<file path="config.mk">
export PLATFORM = sky130hd
export DESIGN_NAME = uart_rx
export DESIGN_NICKNAME = d
export VERILOG_FILES = /design/src/rtl/midi_uart_pkg.sv /design/src/rtl/sync_2ff.sv /design/src/rtl/uart_rx.sv
export SDC_FILE = /design/constraint.sdc
export NUM_CORES = 1
export LEC_CHECK = 0
export CORE_MARGIN = 10
export CORE_UTILIZATION = 56
export CTS_BUF_LIST = sky130_fd_sc_hd__clkbuf_4
export DETAILED_ROUTE_END_ITERATION = 16
export HOLD_SLACK_MARGIN = 0.02
export PLACE_DENSITY = 0.82
export SYNTH_ARGS = -nofsm -noshare
export SYNTH_HDL_FRONTEND = slang
export SYNTH_SLANG_ARGS = --single-unit
</file>
<file path="constraint.sdc">
create_clock -name clk -period 1.9 [get_ports clk]
set_input_delay 0.38 -clock clk [delete_from_list [all_inputs] [get_ports clk]]
set_output_delay 0.38 -clock clk [all_outputs]
set_load 0.05 [all_outputs]
</file>
<file path="src/rtl/midi_uart_pkg.sv">
// Shared definitions for the MIDI router UART link (uart_tx / uart_rx).
// Both sides take the baud divisor from here so that they agree on the bit timing.
package midi_uart_pkg;

  // clk cycles per bit period (clk = baud x OVERSAMPLE); must be even and >= 4
  localparam int OVERSAMPLE_DEF = 8;
  // data bits per frame; no parity, one stop bit
  localparam int DATA_BITS_DEF  = 8;

  typedef enum logic [2:0] {
    S_IDLE  = 3'd0,
    S_START = 3'd1,
    S_DATA  = 3'd2,
    S_STOP  = 3'd3,
    S_BREAK = 3'd4
  } uart_state_t;

endpackage

</file>
<file path="src/rtl/sync_2ff.sv">
// Two-flop synchroniser for a single asynchronous level input.
module sync_2ff #(
  parameter logic RESET_VAL = 1'b1
) (
  input  logic clk,
  input  logic rst,
  input  logic d,
  output logic q
);

  logic meta;

  // Two flops back to back give the first stage a full cycle to settle.
  always_ff @(posedge clk or posedge rst) begin
    if (rst) begin
      meta <= RESET_VAL;
      q    <= RESET_VAL;
    end else begin
      // NOTE: non-blocking assignments keep this a two-stage shift; blocking would collapse it to one flop.
      meta <= d;
      q    <= meta;
    end
  end

endmodule

</file>
<file path="src/rtl/uart_rx.sv">
// MIDI IN serial receiver: start-bit validation, mid-bit sampling of LSB-first data,
// stop-bit check, and a valid/read handshake towards the message parser.
module uart_rx
  import midi_uart_pkg::*;
#(
  parameter int OVERSAMPLE = OVERSAMPLE_DEF,
  parameter int DATA_BITS  = DATA_BITS_DEF
) (
  input  logic                 clk,
  input  logic                 rst,
  input  logic                 rx,
  input  logic                 rd_strobe,
  output logic [DATA_BITS-1:0] data,
  output logic                 rx_valid,
  output logic                 overrun,
  output logic                 frame_err,
  output logic                 busy
);

  localparam int CNT_W = $clog2(OVERSAMPLE);
  localparam int BIT_W = (DATA_BITS > 1) ? $clog2(DATA_BITS) : 1;

  localparam logic [CNT_W-1:0] CNT_HALF = CNT_W'(OVERSAMPLE / 2 - 1);
  localparam logic [CNT_W-1:0] CNT_LAST = CNT_W'(OVERSAMPLE - 1);
  localparam logic [BIT_W-1:0] BIT_LAST = BIT_W'(DATA_BITS - 1);

  uart_state_t          state_q, state_d;
  logic                 rx_s;
  logic [CNT_W-1:0]     cnt;
  logic [BIT_W-1:0]     bit_cnt;
  logic [DATA_BITS-1:0] sr;

  logic cnt_clr;     // restart the bit-period counter
  logic start_ok;    // start bit confirmed low at mid-bit
  logic bit_tick;    // mid-bit of a data bit: shift rx_s in
  logic stop_ok;     // stop bit sampled high: publish the byte
  logic stop_bad;    // stop bit sampled low: framing error

  // The line idles high, so the synchroniser resets to 1 to avoid a false start bit.
  sync_2ff #(.RESET_VAL(1'b1)) u_sync (
    .clk (clk),
    .rst (rst),
    .d   (rx),
    .q   (rx_s)
  );

  // State register.
  always_ff @(posedge clk or posedge rst) begin
    if (rst) state_q <= S_IDLE;
    else     state_q <= state_d;
  end

  // Next-state logic and per-cycle datapath strobes.
  always_comb begin
    // NOTE: every output of this block gets a default first so no path can infer a latch.
    state_d  = state_q;
    cnt_clr  = 1'b0;
    start_ok = 1'b0;
    bit_tick = 1'b0;
    stop_ok  = 1'b0;
    stop_bad = 1'b0;
    unique case (state_q)
      S_IDLE: begin
        if (!rx_s) begin
          state_d = S_START;
          cnt_clr = 1'b1;
        end
      end
      S_START: begin
        if (cnt == CNT_HALF) begin
          cnt_clr = 1'b1;
          if (rx_s) begin
            state_d = S_IDLE;     // glitch shorter than half a bit
          end else begin
            state_d  = S_DATA;
            start_ok = 1'b1;
          end
        end
      end
      S_DATA: begin
        if (cnt == CNT_LAST) begin
          cnt_clr  = 1'b1;
          bit_tick = 1'b1;
          if (bit_cnt == BIT_LAST) state_d = S_STOP;
        end
      end
      S_STOP: begin
        if (cnt == CNT_LAST) begin
          cnt_clr = 1'b1;
          if (rx_s) begin
            stop_ok = 1'b1;
            state_d = S_IDLE;
          end else begin
            stop_bad = 1'b1;
            state_d  = S_BREAK;
          end
        end
      end
      S_BREAK: begin
        if (rx_s) state_d = S_IDLE;
      end
      default: state_d = S_IDLE;
    endcase
  end

  // Bit-period counter, data bit index and receive shift register.
  always_ff @(posedge clk or posedge rst) begin
    if (rst) begin
      cnt     <= '0;
      bit_cnt <= '0;
      sr      <= '0;
    end else begin
      if (cnt_clr || state_q == S_IDLE || state_q == S_BREAK) cnt <= '0;
      else                                                     cnt <= cnt + 1'b1;

      if (start_ok)      bit_cnt <= '0;
      else if (bit_tick) bit_cnt <= (bit_cnt == BIT_LAST) ? '0 : bit_cnt + 1'b1;

      if (bit_tick) sr <= {rx_s, sr[DATA_BITS-1:1]};
    end
  end

  // Output registers: a good stop bit takes priority over a read in the same cycle.
  always_ff @(posedge clk or posedge rst) begin
    if (rst) begin
      data      <= '0;
      rx_valid  <= 1'b0;
      overrun   <= 1'b0;
      frame_err <= 1'b0;
    end else begin
      frame_err <= stop_bad;
      if (stop_ok) begin
        data     <= sr;
        rx_valid <= 1'b1;
        overrun  <= rx_valid & ~rd_strobe;
      end else if (rd_strobe && rx_valid) begin
        rx_valid <= 1'b0;
        overrun  <= 1'b0;
      end
    end
  end

  assign busy = (state_q != S_IDLE);

endmodule

</file>
# Word level (Yosys, flattened, before mapping)
# Index checks and enable logic that the tools add are counted.
# Widths: inputs -> output; s select.
# op_classes
n_reduce_logical	9
n_bitwise	2
n_eq_ne	13
add_sub_neg	2
n_mux	28
# ops
op	n
$mux 3	11
$pmux 3 s5	1
$mux 1	14
$ne 2x2->1 const B	5
$eq 3x2->1 const B	3
$eq 3x3->1 const B	3
$add 3x1->3 const B	2
$reduce_and 6->1	1
$reduce_bool 2->1	2
$eq 3x1->1 const B	1
$logic_not 3->1	1
$pmux 1 s3	1
$reduce_bool 3->1	1
$logic_or 1x1->1	2
$mux 2	1
$ne 2x1->1 const B	1
$reduce_or 2->1	1
$and 1x1->1	1
$logic_and 1x1->1	1
$not 1->1	1
# word_totals
reg_bits	30
wordCells	64

# Logic depth before layout (Yosys ltp)
# Gate-level depths: netlist (run 1).
# logic_depth
ltp_word	6
depth_mapped	6

# By module
# From an unflattened synthesis (run 1), not the netlist that was laid out.
# hier_totals
hier_cells	94
area_unflattened_um2	1316.3
# by_module_without_submodules
module	area_per_inst_um2	seq_area_each_um2	instances	cells_per_inst
uart_rx	1260.0	700.7	1	91
sync_2ff	56.3	52.6	1	3

# Least setup slack after synthesis (run 1)
# No wires, ideal clock.
# synth_timing
kind	register to register
startpoint	register cnt[0]
endpoint	register sr[1]
path_stages_with_launch	6
t_required_ns	1.775
arrival_time_ns	1.487
setup_slack_ns	0.288
setup_time_ns	0.125
period_less_slack_ns	1.612
cell_sequence	dfrtp_1 > ha_1 > ha_1 > and4bb_4 > buf_6 > mux2_4
# synth_between
elab_chain_len	3
# synth_lines
item	line	source
start, declared	uart_rx.sv:29	logic [CNT_W-1:0] cnt;
start signal, assigned	uart_rx.sv:114	else cnt <= cnt + 1'b1;
$eq 3x3->1	uart_rx.sv:81	if (cnt == CNT_LAST) begin
$mux 1	uart_rx.sv:81	
$mux 1	uart_rx.sv:62	unique case (state_q)
end signal, assigned	uart_rx.sv:119	if (bit_tick) sr <= {rx_s, sr[DATA_BITS-1:1]};
end, declared	uart_rx.sv:31	logic [DATA_BITS-1:0] sr;
# No other way between the ends.
# A chain may end at the register's enable or synchronous reset.

# Final worst setup path (run 1)
# layout_timing
startpoint	register data[1]
endpoint	output port data[1]
# layout_rtl
item	line	source
start, declared	uart_rx.sv:13	output logic [DATA_BITS-1:0] data,
start signal, assigned	uart_rx.sv:133	data <= sr;
# No word-level cell between the ends.

==> insert_results.sql, run 1 <==
INSERT INTO impl_metrics (metric_group, metric, value, unit) VALUES
('global_route', 'grt_antenna_before_repair', '0', ''),
('timing', 'timing.final.crit_share', '0.965', ''),
('global_route', 'gr-usage-all-layers', '0.103', ''),
('finish', 'nNetsFinal', '125', ''),
('setup_path', 'timing.critical_path.to', 'data[1]', ''),
('setup_path', 'critical_path_buf_inv_count', '1', ''),
('placed_design', 'postPlaceCellArea', '1490', 'µm²'),
('setup_path', 'path_max_fanout', '2', ''),
('die', 'dieWidth', '68.4', 'µm'),
('die', 'io_pins', '16', ''),
('timing', 'fin_ws', '0.0666', 'ns'),
('global_route', 'global_route_wire_length_before_repair', '3540', 'µm'),
('timing', 'timing_hold_violations_final', '0', ''),
('timing', 'finalWorstPathRequiredPeriod', '1.83', 'ns'),
('setup_path', 'arrival', '1.45', 'ns'),
('setup_path', 'critical_path.reg2reg.startpoint', 'cnt[0]', ''),
('timing', 'maxSlewViolCount', '0', ''),
('setup_path', 'crit_family', 'buffers and inverters', ''),
('setup_path', 'reg2reg_depth', '5', ''),
('finish', 'most_common_cell_after_layout_fill_and_taps_aside', 'dfrtp_1', ''),
('clocking', 'cts_num_sinks', '30', ''),
('route', 'wl', '2070', 'µm'),
('finish', 'post-route-cell-area', '1550', 'µm²'),
('die', 'core', '2210', 'µm²'),
('synth', 'yosys_register_bits', '30', ''),
('die', 'die_area', '4680', 'µm²'),
('timing', 'worst_slew_pin_slew', '0.548', 'ns'),
('clocking', 'cts-htree-levels', '2', ''),
('run_status', 'outcome', 'finished, final reports clean', ''),
('clocking', 'cts_root_buffer', 'clkbuf_4', ''),
('global_route', 'globalRoute.totalOverflow', '0', ''),
('route', 'detail_route.wl_per_cell', '14.2', 'µm'),
('setup_path', 'critPathLaunch', 'data[1]', ''),
('finish', 'insertedDiodeCount', '0', ''),
('placed_design', 'buffers_added_on_ports', '15', ''),
('setup_path', 'cp_slowest_cell', 'clkdlybuf4s50_1', ''),
('route', 'ant_nets', '0', ''),
('setup_path', 'worst-endpoint-required', '1.52', 'ns'),
('power_and_ir_drop', 'peak_supply_drop', '0.697', 'mV'),
('synth', 'synth.avg_cell_area', '14.1', 'µm²'),
('clocking', 'latest_clock_arrival_within_the_worst_skew_pair', '0.32', 'ns'),
('route', 'route.detailed.drc', '0', ''),
('setup_path', 'timing.setup.critical_path_class', 'flop to output pin', ''),
('die', 'placementRows', '17', ''),
('route', 'routed_via_density', '5.24', ''),
('setup_path', 'crit_chain', 'clkdlybuf4s50_1', ''),
('synth', 'synth_fp_nets', '102', ''),
('timing', 'setup_viol', '0', ''),
('placed_design', 'gp_congestion', '0.690', ''),
('timing', 'fin_tns_setup', '0', 'ns'),
('setup_path', 'setup.worst_path.end_class', 'output pin', ''),
('synth', 'synthesis.area', '1310', 'µm²'),
('finish', 'most-common-layout-cells', 'dfrtp_1 (27), nor2_1 (11), mux2_2 (9), buf_4 (9), mux2_4 (7)', ''),
('clocking', 'clk_path_buf_depth', '2', ''),
('timing', 'grt_setup_unrepaired', 'false', ''),
('global_route', 'grt_pass1_vias', '780', ''),
('route', 'first_pass_iters', '3', ''),
('placed_design', 'place.detailed.hpwl', '1530', 'µm'),
('setup_path', 'worst-r2r-setup-slack', '0.30', 'ns'),
('worst_hold_path', 'hold_path.class', 'input pin to async pin', ''),
('clocking', 'clock_pin_slew_on_the_worst_setup_and_hold_paths', '0.09', 'ns'),
('setup_path', 'worst_path_largest_cell_delay', '0.80', 'ns'),
('power_and_ir_drop', 'static-leakage-power', '0.832', 'nW'),
('run', 'max_cap_violations', '0', ''),
('timing', 'relSlewSlack', '0.630', ''),
('synth', 'synth.lib_cells_used.distinct', '22', ''),
('finish', 'layout-area-overhead-vs-synth', '18.4', '%'),
('setup_path', 'cp_num_cells', '1', ''),
('setup_path', 'r2r-end', 'data[6]', ''),
('finish', 'post-route-util', '0.702', ''),
('clocking', 'num_cts_buffers', '5', '');
layer usage:
layer / track usage / wire (µm) / part of all wire
met1: 0.110 / 926 / 0.45
met2: 0.158 / 943 / 0.46
met3: 0.0506 / 147 / 0.071
met4: 0.0678 / 49 / 0.024
met5: 0 / 0 / 0
through the flow:
step,hold slack [ns],std cells,total power [mW]
6_report,0.304,145,1.63
5_1_grt,0.321,145,1.75
4_1_cts,0.304,145,1.65
3_5_place_dp,0.352,137,1.29
3_3_place_gp,0.347,137,1.26
2_1_floorplan,0.345,93,1.18
logic make-up after synthesis:
logic type / after synthesis / share of synthesized area
AOI/OAI and AO/OA: 6 / 0.0238
adders and majority gates: 5 / 0.0477
buffers and inverters: 8 / 0.0353
and+or+nand+nor: 23 / 0.114
muxes: 21 / 0.205
DFF: 30 / 0.574
worst register-to-register path: cells and delay by family (launching register included):
kind	cells	cell delay (ns)
DFF	1	0.39
and+or+nand+nor	1	0.18
muxes	1	0.36
buffers and inverters	1	0.16
adders and majority gates	2	0.40
state kept, by name, summed over array words and instances (netlist names):
signal	count
data	8
sr	8
bit_cnt	3
cnt	3
state_q	3
frame_err	1
overrun	1
rx_valid	1
u_sync.meta	1
u_sync.q	1
layout make-up:
type / count / area, µm²
clock buffers: 6 / 45.0
clock inverters: 2 / 8.76
fillers: 162 / 658
inverters: 5 / 18.8
multi-input cells: 55 / 513
flip-flops and latches: 30 / 754
well taps: 28 / 35.0
repair buffers: 19 / 179
cell usage after synthesis:
master	count	area (µm²)
buf_6	2	22.5
or3_2	1	7.51
nand2b_1	1	6.26
ha_1	5	62.6
mux2i_1	4	40.0
and4bb_4	1	16.3
nand2_1	4	15.0
o21ai_0	2	10.0
dfstp_2	2	52.6
mux2_4	7	105
mux2_2	9	101
nor2_1	11	41.3
a21oi_1	3	15.0
buf_2	1	5.00
mux4_2	1	22.5
nand4_4	1	21.3
nor2b_4	1	13.8
dfrtp_1	28	701
inv_1	5	18.8
nor4bb_1	2	20.0
o22ai_1	1	6.26
nand4b_1	1	8.76
power breakdown:
| group | leakage (nW) | switching, mW | internal (mW) |
|---|---|---|---|
| combinational | 0.401 | 0.268 | 0.213 |
| clock | 0.0331 | 0.199 | 0.153 |
| sequential | 0.398 | 0.0689 | 0.729 |
what timing repair did:
| item | 4_1_cts | 5_1_grt |
|---|---|---|
| hold buffers | 0 | 0 |
| gates resized for setup | 0 | 6 |
| endpoints found under the setup margin | 0 | 5 |
worst min path at each step:
stage | to | slack, ns | depth (start not counted) | start
6_report | data[4] | 0.30 | 2 | rst
5_1_grt | data[2] | 0.32 | 2 | rst
3_3_place_gp | u_sync.q | 0.35 | 0 | u_sync.meta
3_5_place_dp | u_sync.q | 0.35 | 0 | u_sync.meta
2_1_floorplan | u_sync.q | 0.35 | 0 | u_sync.meta
4_1_cts | data[4] | 0.30 | 2 | rst
Power figures use the tool's default switching activity.
==> inputs of run 2 (changes only) <==
--- a/config.mk
+++ b/config.mk
@@ -5,7 +5,6 @@
 export SDC_FILE = /design/constraint.sdc
 export NUM_CORES = 1
 export LEC_CHECK = 0
-export CORE_MARGIN = 10
 export CORE_UTILIZATION = 56
 export CTS_BUF_LIST = sky130_fd_sc_hd__clkbuf_4
 export DETAILED_ROUTE_END_ITERATION = 16
==> run 2 against run 1 <==
Clock skew shrank 0.0048 ns. Combinational power down 2%. Count of clock-buffer cells in the layout is 1 higher. Clock power increased by 7.1%. Setup slack hardly changed. Largest cell class unchanged. Sequential cell count unchanged.
==> insert_results.sql, run 2 (synthesized netlist as in run 1, its figures left out) <==
INSERT INTO impl_metrics (metric_group, metric, value, unit) VALUES
('run_status', 'outcome', 'finished, final reports clean', ''),
('power_and_ir_drop', 'static-leakage-power', '0.925', 'nW'),
('die', 'initial_utilization', '0.593', ''),
('global_route', 'pin_count_of_the_biggest_net_entering_global_routing', '31', ''),
('route', 'drt-initial-drc-count', '11', ''),
('power_and_ir_drop', 'netSwitchingPower', '537', 'µW'),
('timing', 'finalWorstPathRequiredPeriod', '1.83', 'ns'),
('finish', 'largest_registers', 'data (8), sr (8)', ''),
('placed_design', 'buffers_added_on_ports', '15', ''),
('die', 'die_area', '2540', 'µm²'),
('clocking', 'clock_pin_slew_on_the_worst_setup_and_hold_paths', '0.09', 'ns'),
('setup_path', 'critical_path.reg2reg.startpoint', 'cnt[0]', ''),
('global_route', 'global_route_wire_length_before_repair', '3570', 'µm'),
('setup_path', 'cp_slowest_cell', 'dfrtp_1', ''),
('finish', 'fillCellCount', '164', ''),
('global_route', 'grt_pass1_vias', '775', ''),
('route', 'ant_nets', '0', ''),
('timing', 'timing_hold_violations_final', '0', ''),
('power_and_ir_drop', 'pwr_density_cell', '1040', 'nW/µm²'),
('die', 'io_pins', '16', ''),
('setup_path', 'arrival', '1.45', 'ns'),
('route', 'wl', '2040', 'µm'),
('finish', 'most-common-layout-cells', 'dfrtp_1 (27), nor2_1 (11), mux2_2 (9), dlymetal6s2s_1 (9)', ''),
('worst_hold_path', 'min_from', 'u_sync.meta', ''),
('power_and_ir_drop', 'internal_power', '1.11', 'mW'),
('setup_path', 'worst_path_largest_cell_delay', '0.48', 'ns'),
('finish', 'finish.cell_count_without_fillers', '146', ''),
('timing', 'worst_slew_pin_slew', '0.532', 'ns'),
('placed_design', 'post-place-cells', '136', ''),
('setup_path', 'critPathLaunch', 'state_q[0]', ''),
('power_and_ir_drop', 'power.share.combinational', '0.286', ''),
('finish', 'nNetsFinal', '126', ''),
('clocking', 'latest_clock_arrival_within_the_worst_skew_pair', '0.33', 'ns'),
('timing', 'relSlewSlack', '0.641', ''),
('run', 'max_cap_violations', '0', ''),
('clocking', 'cts_root_buffer', 'clkbuf_4', ''),
('global_route', 'gr-usage-all-layers', '0.207', ''),
('route', 'detail_route.wl_per_cell', '14.0', 'µm'),
('setup_path', 'timing.setup.critical_path_class', 'flop to output pin', ''),
('worst_hold_path', 'hold_path.class', 'flop to flop', ''),
('power_and_ir_drop', 'switching_share', '0.327', ''),
('finish', 'post_route_cells_drive_above_1_share', '0.314', ''),
('finish', 'layout-area-overhead-vs-synth', '20.7', '%'),
('timing', 'grt_setup_unrepaired', 'false', ''),
('route', 'num_vias', '761', ''),
('clocking', 'cts_num_sinks', '30', ''),
('placed_design', 'postPlaceCellArea', '1490', 'µm²'),
('setup_path', 'path_max_fanout', '9', ''),
('placed_design', 'gp_congestion', '0.695', ''),
('clocking', 'cts_tree', 'built', ''),
('die', 'core', '2210', 'µm²'),
('clocking', 'num_cts_buffers', '5', ''),
('timing', 'setup_viol', '0', ''),
('route', 'routed_via_density', '5.21', ''),
('timing', 'timing.final.crit_share', '0.965', ''),
('setup_path', 'crit_chain', 'or3_2, buf_4', ''),
('die', 'die-height', '50.4', 'µm'),
('route', 'first_pass_iters', '4', ''),
('finish', 'insertedDiodeCount', '0', ''),
('die', 'dieWidth', '50.4', 'µm'),
('clocking', 'clk_path_buf_depth', '2', ''),
('timing', 'maxSlewViolCount', '0', ''),
('timing', 'fmax', '0.546', 'GHz'),
('placed_design', 'place.detailed.hpwl', '1360', 'µm'),
('global_route', 'globalRoute.totalOverflow', '0', ''),
('clocking', 'cts-htree-levels', '2', ''),
('power_and_ir_drop', 'clock_share_of_power', '0.229', ''),
('setup_path', 'type_of_element_launching_the_critical_path', 'flop', ''),
('finish', 'post-route-cell-area', '1580', 'µm²'),
('setup_path', 'worst-endpoint-required', '1.52', 'ns'),
('route', 'route.detailed.drc', '0', ''),
('power_and_ir_drop', 'seq_power_share', '0.485', ''),
('finish', 'most_common_cell_after_layout_fill_and_taps_aside', 'dfrtp_1', ''),
('timing', 'fin_tns_setup', '0', 'ns'),
('global_route', 'grt_antenna_before_repair', '0', ''),
('die', 'placementRows', '17', ''),
('power_and_ir_drop', 'peak_supply_drop', '0.794', 'mV'),
('setup_path', 'setup.worst_path.end_class', 'output pin', ''),
('timing', 'post_route_skew', '0.00626', 'ns');
-- run 2: cell types whose count changed in the layout (fill, tap and decap cells not counted) --
cell	previous run	this run
clkinv_2	1	0
dlymetal6s2s_1	4	9
clkbuf_4	6	7
clkdlybuf4s50_1	5	4
dlygate4sd2_1	0	1
buf_6	1	0
buf_4	9	6
-- run 2: per-stage QoR --
step	util	setup slack (ns)	power, mW	hold slack (ns)
after floorplan	-	0.288	1.18	0.345
after global placement	0.674	0.336	1.26	0.347
after detailed placement	0.674	0.281	1.28	0.349
after CTS	0.699	0.00846	1.66	0.361
after global routing	0.716	0.00481	1.75	0.372
final	0.716	0.0669	1.64	0.359
-- run 2: layout make-up --
type | count | area (µm²) | area share
Clock buffer | 7 | 52.6 | 0.0332
Clock inverter | 1 | 3.75 | 0.00237
Inverter | 5 | 18.8 | 0.0118
Multi-Input combinational cell | 55 | 513 | 0.324
Sequential cell | 30 | 754 | 0.476
Tap cell | 28 | 35.0 | 0.0221
Timing Repair Buffer | 20 | 206 | 0.130
-- run 2: power by group through the flow --
stage / registers [mW] / clock network (mW) / logic [mW]
finish: 0.797 / 0.377 / 0.471
global route: 0.810 / 0.421 / 0.523
CTS: 0.799 / 0.391 / 0.474
detailed placement: 0.810 / 0 / 0.473
global placement: 0.804 / 0 / 0.457
floorplan: 0.835 / 0 / 0.344
-- run 2: metal layers --
layer	wire length (µm)	vias to the layer above	track usage
met1	932	371	0.243
met3	100	4	0.0909
li1	-	370	-
met5	0	-	0
met4	55	0	0.130
met2	951	16	0.307
-- run 2: repair_timing --
action                     CTS  global route
cloned                       0             0
hold buffers                 0             0
buffers inserted             0             2
resized for setup            2             9
setup endpoints to repair    2            10
-- run 2: final timing paths --
path                            slack (ns)  cells past startpoint     endpoint
worst max-delay path                  0.07                      2         busy
worst min-delay path                  0.36                      0     u_sync.q
worst max register to register        0.29                      5      data[6]
worst min register to register        0.36                      0     u_sync.q
max in group asynchronous             1.15                      3  u_sync.meta
min in group asynchronous             0.44                      3        sr[3]
-- run 2: worst max-delay path, delay by kind of cell (launching register included) --
kind | cells | cell delay, ns
buf+inv | 1 | 0.20
flops | 1 | 0.48
simple gates | 1 | 0.45
==> patch, RTL diff (settings of run 2) <==
Register the inputs `rx` and `rd_strobe` before use, without a reset. The logic sees them one clock later.
--- a/src/rtl/uart_rx.sv
+++ b/src/rtl/uart_rx.sv
@@ -25,4 +25,12 @@
   localparam logic [BIT_W-1:0] BIT_LAST = BIT_W'(DATA_BITS - 1);
 
+  logic rx_q;
+  logic rd_strobe_q;
+
+  always_ff @(posedge clk) begin
+    rx_q        <= rx;
+    rd_strobe_q <= rd_strobe;
+  end
+
   uart_state_t          state_q, state_d;
   logic                 rx_s;
@@ -41,5 +49,5 @@
     .clk (clk),
     .rst (rst),
-    .d   (rx),
+    .d   (rx_q),
     .q   (rx_s)
   );
@@ -133,6 +141,6 @@
         data     <= sr;
         rx_valid <= 1'b1;
-        overrun  <= rx_valid & ~rd_strobe;
-      end else if (rd_strobe && rx_valid) begin
+        overrun  <= rx_valid & ~rd_strobe_q;
+      end else if (rd_strobe_q && rx_valid) begin
         rx_valid <= 1'b0;
         overrun  <= 1'b0;
Check against the original RTL: not equivalent (a bounded check fails within 4 cycles, from zero or initial values and one cycle with rst high).
==> patch against run 2 <==
  * Synthesized cell count is 4.3% higher
  * Wire length fell by 2.8%
  * Hold slack got worse by 0.061 ns
  * Sequential power up 11%
  * Sequential cell count up 2
  * Count of clock-buffer cells in the layout did not move
  * Total power up 0.80%
  * Global-route usage decreased by 0.81 points
  * Final area down 0.63%
  * Critical endpoint is now frame_err
  * Setup slack better by 0.015 ns
  * Largest power group unchanged
  * Synthesized area is 2.6% higher
==> patch: results <==
export IMPL_drive_gt1_share_pct=27.4
export IMPL_p_leak_nw=0.942
export IMPL_routed_wirelength_um=1980
export IMPL_dp_final_hpwl_um=1400
export IMPL_globalRouteMet3Util_pct=8.04
export IMPL_detailroute_via_count=757
export IMPL_critical_path_max_stage_delay_ns=0.79
export IMPL_run_status="completed"
export IMPL_grt_first_pass_wirelength_um=3550
export IMPL_place_detailed_instances=137
export IMPL_final_cell_count_no_fill=145
export IMPL_synth_top_cells_by_area="dfrtp_1, mux2_4, mux2_2"
export IMPL_clock_net_power_mw=0.388
export IMPL_finalWeightedCongestion=0.786
export IMPL_final_clk_cell_share_pct=3.58
export IMPL_post_synth_num_cell_types=26
export IMPL_non_clock_buffers_area_share_pct=10.9
export IMPL_timing_clock_skew_ns=0.00595
export IMPL_postSynth_asyncResetShare_pct=93.8
export IMPL_ys_seq_area_share_pct=58.9
export IMPL_number_of_global_route_vias_before_repair=778
export IMPL_max_vdd_ir_drop_mv=0.863
export IMPL_synthAdderAreaFrac_pct=4.65
export IMPL_initialDrtViolationCount=5
export IMPL_synth_fp_nets=106
==> patch: metrics by stage <==
| stage | setup TNS [ns] | setup WS [ns] | utilization (%) |
|---|---|---|---|
| after floorplan | 0 | 0.260 | - |
| final | 0 | 0.0824 | 70.5 |
| after CTS | 0 | 0.000665 | 69.5 |
| after global routing | 0 | 0.0261 | 70.5 |
| after detailed placement | -0.0160 | -0.00708 | 67.0 |
| after global placement | 0 | 0.0236 | 67.0 |
==> patch: how the worst min path moves through the flow <==
stage               start           to  slack (ns)
detailed placement   rx_q  u_sync.meta        0.29
global placement     rx_q  u_sync.meta        0.28
global route         rx_q  u_sync.meta        0.31
CTS                  rx_q  u_sync.meta        0.30
finish               rx_q  u_sync.meta        0.30
floorplan            rx_q  u_sync.meta        0.28
==> patch: timing repair <==
item / 4_1_cts / 5_1_grt
pin swaps: 0 / 0
buffers inserted: 0 / 0
gates resized for setup: 2 / 9
setup endpoints to repair: 9 / 16
